## config.mk

```make
export PLATFORM = sky130hd
export DESIGN_NAME = register_file_sb
export DESIGN_NICKNAME = d
export VERILOG_FILES = /design/src/rtl/register_file_sb.sv
export SDC_FILE = /design/constraint.sdc
export NUM_CORES = 2
export LEC_CHECK = 0
export BUFFER_PORTS_ARGS = -buffer_cell sky130_fd_sc_hd__buf_2
export CAP_MARGIN = 15
export CORE_ASPECT_RATIO = 1.4
export CORE_MARGIN = 10
export CORE_UTILIZATION = 35
export DETAILED_ROUTE_END_ITERATION = 10
export SYNTH_ARGS = -nofsm -noshare
export SYNTH_HDL_FRONTEND = slang
export SYNTH_SLANG_ARGS = --single-unit
```

## constraint.sdc

```tcl
create_clock -name clk -period 45.1 [get_ports clk]
set_input_delay 9.02 -clock clk [delete_from_list [all_inputs] [get_ports clk]]
set_output_delay 9.02 -clock clk [all_outputs]
set_load 0.03 [all_outputs]
```

## src/rtl/register_file_sb.sv

```systemverilog
// register_file_sb: clocked 2R/1W register file with a per-register busy
// scoreboard. Optional write-through forwarding is compiled in when the
// REGFILE_BYPASS_EN macro is defined; the default build reads registered
// state only.
module register_file_sb #(
  parameter int DATA_W   = 32,
  parameter int DEPTH    = 32,
  parameter int ADDR_W   = 6,
  parameter int ZERO_REG = 1
) (
  input  logic              clk,
  input  logic              reset,
  input  logic [ADDR_W-1:0] R1,
  input  logic [ADDR_W-1:0] R2,
  output logic [DATA_W-1:0] RD1,
  output logic [DATA_W-1:0] RD2,
  input  logic [ADDR_W-1:0] WR,
  input  logic [DATA_W-1:0] WD,
  input  logic              RegWrite,
  input  logic              Reserve,
  input  logic [ADDR_W-1:0] ResAddr,
  output logic              Busy1,
  output logic              Busy2,
  output logic [ADDR_W:0]   BusyCnt
);

  logic [DATA_W-1:0] regs [DEPTH];
  logic [DEPTH-1:0]  busy;
  logic [DEPTH-1:0]  busy_nx;
  logic [ADDR_W:0]   cnt_nx;
  logic [DATA_W-1:0] rd1_q, rd2_q;
  logic              b1_q, b2_q;
  logic              wr_ok, res_ok;

  // An address is writable/reservable when in range and not the hardwired zero
  function automatic logic addr_ok(input logic [ADDR_W-1:0] a);
    return (int'(a) < DEPTH) && !((ZERO_REG != 0) && (a == '0));
  endfunction

  // Qualify write and reserve requests against range and the zero register
  always_comb begin
    wr_ok  = RegWrite && addr_ok(WR);
    res_ok = Reserve && addr_ok(ResAddr);
  end

  // Register array write port
  always_ff @(posedge clk or posedge reset) begin
    if (reset) begin
      for (int unsigned i = 0; i < DEPTH; i++) regs[i] <= '0;
    end else if (wr_ok) begin
      for (int unsigned i = 0; i < DEPTH; i++)
        if (WR == ADDR_W'(i)) regs[i] <= WD;
    end
  end

  // Next scoreboard state: release first, then reserve so a new producer wins;
  // the count is the popcount of the next state so it tracks busy[] exactly
  always_comb begin
    busy_nx = busy;
    cnt_nx  = '0;
    for (int unsigned i = 0; i < DEPTH; i++) begin
      if (wr_ok && (WR == ADDR_W'(i)))       busy_nx[i] = 1'b0;
      if (res_ok && (ResAddr == ADDR_W'(i))) busy_nx[i] = 1'b1;
    end
    for (int unsigned i = 0; i < DEPTH; i++)
      cnt_nx = cnt_nx + {{ADDR_W{1'b0}}, busy_nx[i]};
  end

  // Scoreboard and busy count registers
  always_ff @(posedge clk or posedge reset) begin
    if (reset) begin
      busy    <= '0;
      BusyCnt <= '0;
    end else begin
      busy    <= busy_nx;
      BusyCnt <= cnt_nx;
    end
  end

  // Registered-state read mux; out-of-range addresses read 0 and not busy
  always_comb begin
    rd1_q = '0;
    rd2_q = '0;
    b1_q  = 1'b0;
    b2_q  = 1'b0;
    for (int unsigned i = 0; i < DEPTH; i++) begin
      if (R1 == ADDR_W'(i)) begin
        rd1_q = regs[i];
        b1_q  = busy[i];
      end
      if (R2 == ADDR_W'(i)) begin
        rd2_q = regs[i];
        b2_q  = busy[i];
      end
    end
  end

`ifdef REGFILE_BYPASS_EN
  // Forward the in-flight write; busy only if a new producer reserves it now
  always_comb begin
    RD1   = rd1_q;
    RD2   = rd2_q;
    Busy1 = b1_q;
    Busy2 = b2_q;
    if (wr_ok && (WR == R1)) begin
      RD1   = WD;
      Busy1 = res_ok && (ResAddr == R1);
    end
    if (wr_ok && (WR == R2)) begin
      RD2   = WD;
      Busy2 = res_ok && (ResAddr == R2);
    end
  end
`else
  // Read ports present registered state only
  always_comb begin
    RD1   = rd1_q;
    RD2   = rd2_q;
    Busy1 = b1_q;
    Busy2 = b2_q;
  end
`endif

endmodule

```

==> impl_results.md <==
* Chip Height at just over 500 µm
* Fin. max-slew vios at 0
* Vias post-DR at ~50000
* Routing usage on met2 at between 40% and 50%
* CTS HTree Levels at 3
* Register-to-register setup slack at between 30000 and 40000 ps
* Final min period at approximately 24000 ps
* Worst setup EP type: output port
* Area share of the largest cell type after synthesis at between 40% and 50%
* Post-synthesis register bit count at 1062
* CTS tree: yes
* Io pins at approximately 130
* Post-Syn Instances at around 5200
* Crit path largest cell delay at between 1000 and 1500 ps
* Max Clock Freq at about 0.042 GHz
* Period utilisation layout at between 50% and 60%
* Max Cap Viol at 0
* Worst slew pin tran at roughly 1300 ps
* Met3 Use GR at a little over 8%
* Post-CTS Setup Inserts at 0
* Clock skew at between 3 and 4 ps
* XOR/XNOR share of the synthesized area at 0.0445%
* Hpwl dp at between 150 and 200 mm
* Worst path slowest cell: a2111oi_0
* RSZ-0062 raised after global routing: no
* Critical path's most frequent cell: buf_4
* Status: finished clean
* Antenna violations before repair at between 40 and 50
* WL final at between 200 and 300 mm
* TritonCTS Sinks at 1062
* Total track usage at a little over a quarter
* Vias in the first global route at 49000
* Post-synthesis instance area at 59000 µm²
* Number of synthesized flops with an enable pin at 0
* Vias per Instance at approximately 6.7
* Distinct cells, synth at 88
* GRT Max-Usage Layer: met2
* Clock latency on the worst-skew pair at ~750 ps
* Hold Fails Final Rpt at 0
* Post-synthesis compound-gate area fraction at between 15 and 20%
* Rel. slew slack at about a tenth
* Total Negative Setup Slacks at 0 ps
* First-pass GRT wire length at around 370 mm
* Syn_area_per_cell at 11.3 µm²
* Post-synthesis simple-gate area fraction at under 10%
* Worst min-delay path class: flip-flop to flip-flop
* Seq/Total Area, Yosys at between 40% and 50%
* Area share of fa/ha/maj cells after synthesis at less than 1%
* Total power at 2.62 mW
* Place WS at 21750 ps
* Worst-path clk slew at 60 ps
* Core area at 168000 µm²
* Starting Density at about a third
* Hold-fix buffer count after cts at 0
* IR Drop Worst-Case VDD at around 0.056 mV
* GR Util met1 at between 30% and 40%
* Syn nets at roughly 5300
* Crit path max fanout at 73
* WP data required at approximately 36000 ps
* Maximum number of pins on one net before global-route repair at around 170
* Fraction of layout instances using a drive strength above 1 at between 30 and 40%
* DIE AREA at ~190000 µm²
* PostCTS Resize Cnt at 0
* DRT Pass-1 Iters at 9
* Crit path kind: primary input to output port
* Synth warnings at 0
* Area growth syn-to-layout at 10.5%
* Clock root cell: clkbuf_16
* Setup violators final at 0
* Mux cell area share after synthesis at roughly 27%
* Grt ovf at 0
* Crit path launch type: primary input
* Top cells by area, synth: dfrtp_1, mux2_2, mux4_2, o21ai_0, a21oi_1
* RePlAce Congestion at 0.967
* CTS Buf Count at 100
* Layout net count at 5183
* Critical path arrival at 14760 ps
* DRC Markers at 0
* Antenna viol nets, final at 0
* CP Cell Sequence: buf_8 -> buf_4 -> buf_4 -> buf_4 -> and2_0 -> nand2_1 -> buf_4 -> o22ai_1 -> nor4_1 -> a2111oi_0 -> nor3_1 -> buf_2
* Largest family of logic cells by synthesized area: multiplexers
* Leak pwr at ~29 nW
* Num rows at roughly 180
* Clock Path Buffers at 3
* Avg WL per Cell at 35.6 µm
* Slack of the critical path at 21320 ps
* Pwr Density at approximately 40 nW/µm²
* Iteration-0 DRC Markers at approximately 7900
* Buffers and inverters on the worst path at 6
* Fill cells at approximately 16000
* Top_reg_cell synth: dfrtp_1
* Die width at approximately 370 µm
* CP delay by family, top: buffers and inverters
* Post-synth top area cell: dfrtp_1
* Async set-reset flop share out of synthesis at 100%
* Input/output buffers at between 100 and 150
[where the power goes]
group          switching, mW  internal, mW
registers              0.109          1.08
clock network          0.401         0.491
logic                  0.292         0.242
[area by class of cell]
class	instances	area, µm²	share of cell area, %
clock buffers	151	2980	4.57
multi-input cells	3555	30200	46.3
diodes	8	20.0	0.0307
well taps	2250	2820	4.32
flip-flops and latches	1062	26600	40.7
clock inverters	29	345	0.529
repair buffers	305	2050	3.14
inverters	68	263	0.403
[Yosys cell counts (all sizes together), types with 22 or more instances]
| master | count |
|---|---|
| o2bb2ai | 28 |
| o21ai | 290 |
| nor2 | 255 |
| fa | 24 |
| a21oi | 250 |
| nor2b | 29 |
| a31oi | 29 |
| nor4 | 30 |
| o21a | 22 |
| nor3 | 86 |
| a2111oi | 28 |
| o211ai | 30 |
| clkbuf | 296 |
| a22o | 61 |
| a22oi | 98 |
| mux4 | 123 |
| a221oi | 68 |
| nand3 | 74 |
| inv | 68 |
| nand2 | 267 |
| a222oi | 24 |
| nand2b | 23 |
| o22ai | 153 |
| a211oi | 32 |
| mux2 | 1081 |
| buf | 253 |
| o221ai | 52 |
| dfrtp | 1062 |
| mux2i | 104 |
[flip-flops by register name, summed over array words and instances (netlist names)]
| signal | count |
|---|---|
| regs | 1024 |
| BusyCnt | 6 |
| busy | 32 |
[cells by family (layout without fill, tap and decap cells)]
family | after synthesis | in the layout
buffers and inverters | 617 | 553
AND/OR/NAND/NOR | 885 | 885
AO/OA/AOI/OAI | 1327 | 1327
flip-flops | 1062 | 1062
adder cells (fa/ha/maj) | 31 | 31
XOR/XNOR | 3 | 3
other | 1 | 9
multiplexers | 1308 | 1308
[stage by stage]
step | area (µm²) | hold WS (ps) | std cells | utilization [%]
3_3_place_gp | 61800 | 376 | 7237 | 36.8
4_1_cts | 65200 | 398 | 7418 | 38.8
6_report | 65200 | 392 | 7428 | 38.8
3_5_place_dp | 61800 | 384 | 7238 | 36.8
2_1_floorplan | 59000 | 441 | 5234 | -
5_1_grt | 65200 | 406 | 7421 | 38.8
[per-layer routing]
| layer | vias up | part of all wire, % |
|---|---|---|
| li1 | 19500 | - |
| met1 | 25400 | 36 |
| met2 | 4001 | 43 |
| met3 | 1234 | 12 |
| met4 | 44 | 9.0 |
| met5 | - | 0.11 |
[worst paths after layout]
| check | from | endpoint | depth (start not counted) |
|---|---|---|---|
| min in group asynchronous | reset | regs[764]$_DFFE_PP0P_ | 2 |
| worst max register to register | busy[23]$_DFF_PP0_ | BusyCnt[4]$_DFF_PP0_ | 19 |
| worst min-delay path | regs[997]$_DFFE_PP0P_ | regs[997]$_DFFE_PP0P_ | 0 |
| worst max-delay path | R1[1] | RD1[9] | 12 |
| max in group asynchronous | reset | regs[291]$_DFFE_PP0P_ | 5 |
| worst min register to register | regs[997]$_DFFE_PP0P_ | regs[997]$_DFFE_PP0P_ | 0 |
[placed cells by master, fill, tap and decap left out, drive strengths merged, types with 28 or more instances in the layout]
| cell type | Yosys | routed |
|---|---|---|
| a2111oi | 28 | 28 |
| a211oi | 32 | 32 |
| a21oi | 250 | 250 |
| a221oi | 68 | 68 |
| a22o | 61 | 61 |
| a22oi | 98 | 98 |
| a31oi | 29 | 29 |
| buf | 253 | 305 |
| clkbuf | 296 | 151 |
| dfrtp | 1062 | 1062 |
| inv | 68 | 75 |
| mux2 | 1081 | 1081 |
| mux2i | 104 | 104 |
| mux4 | 123 | 123 |
| nand2 | 267 | 267 |
| nand3 | 74 | 74 |
| nor2 | 255 | 255 |
| nor2b | 29 | 29 |
| nor3 | 86 | 86 |
| nor4 | 30 | 30 |
| o211ai | 30 | 30 |
| o21ai | 290 | 290 |
| o221ai | 52 | 52 |
| o22ai | 153 | 153 |
| o2bb2ai | 28 | 28 |
No activity file was read; power rests on OpenSTA's default activity.
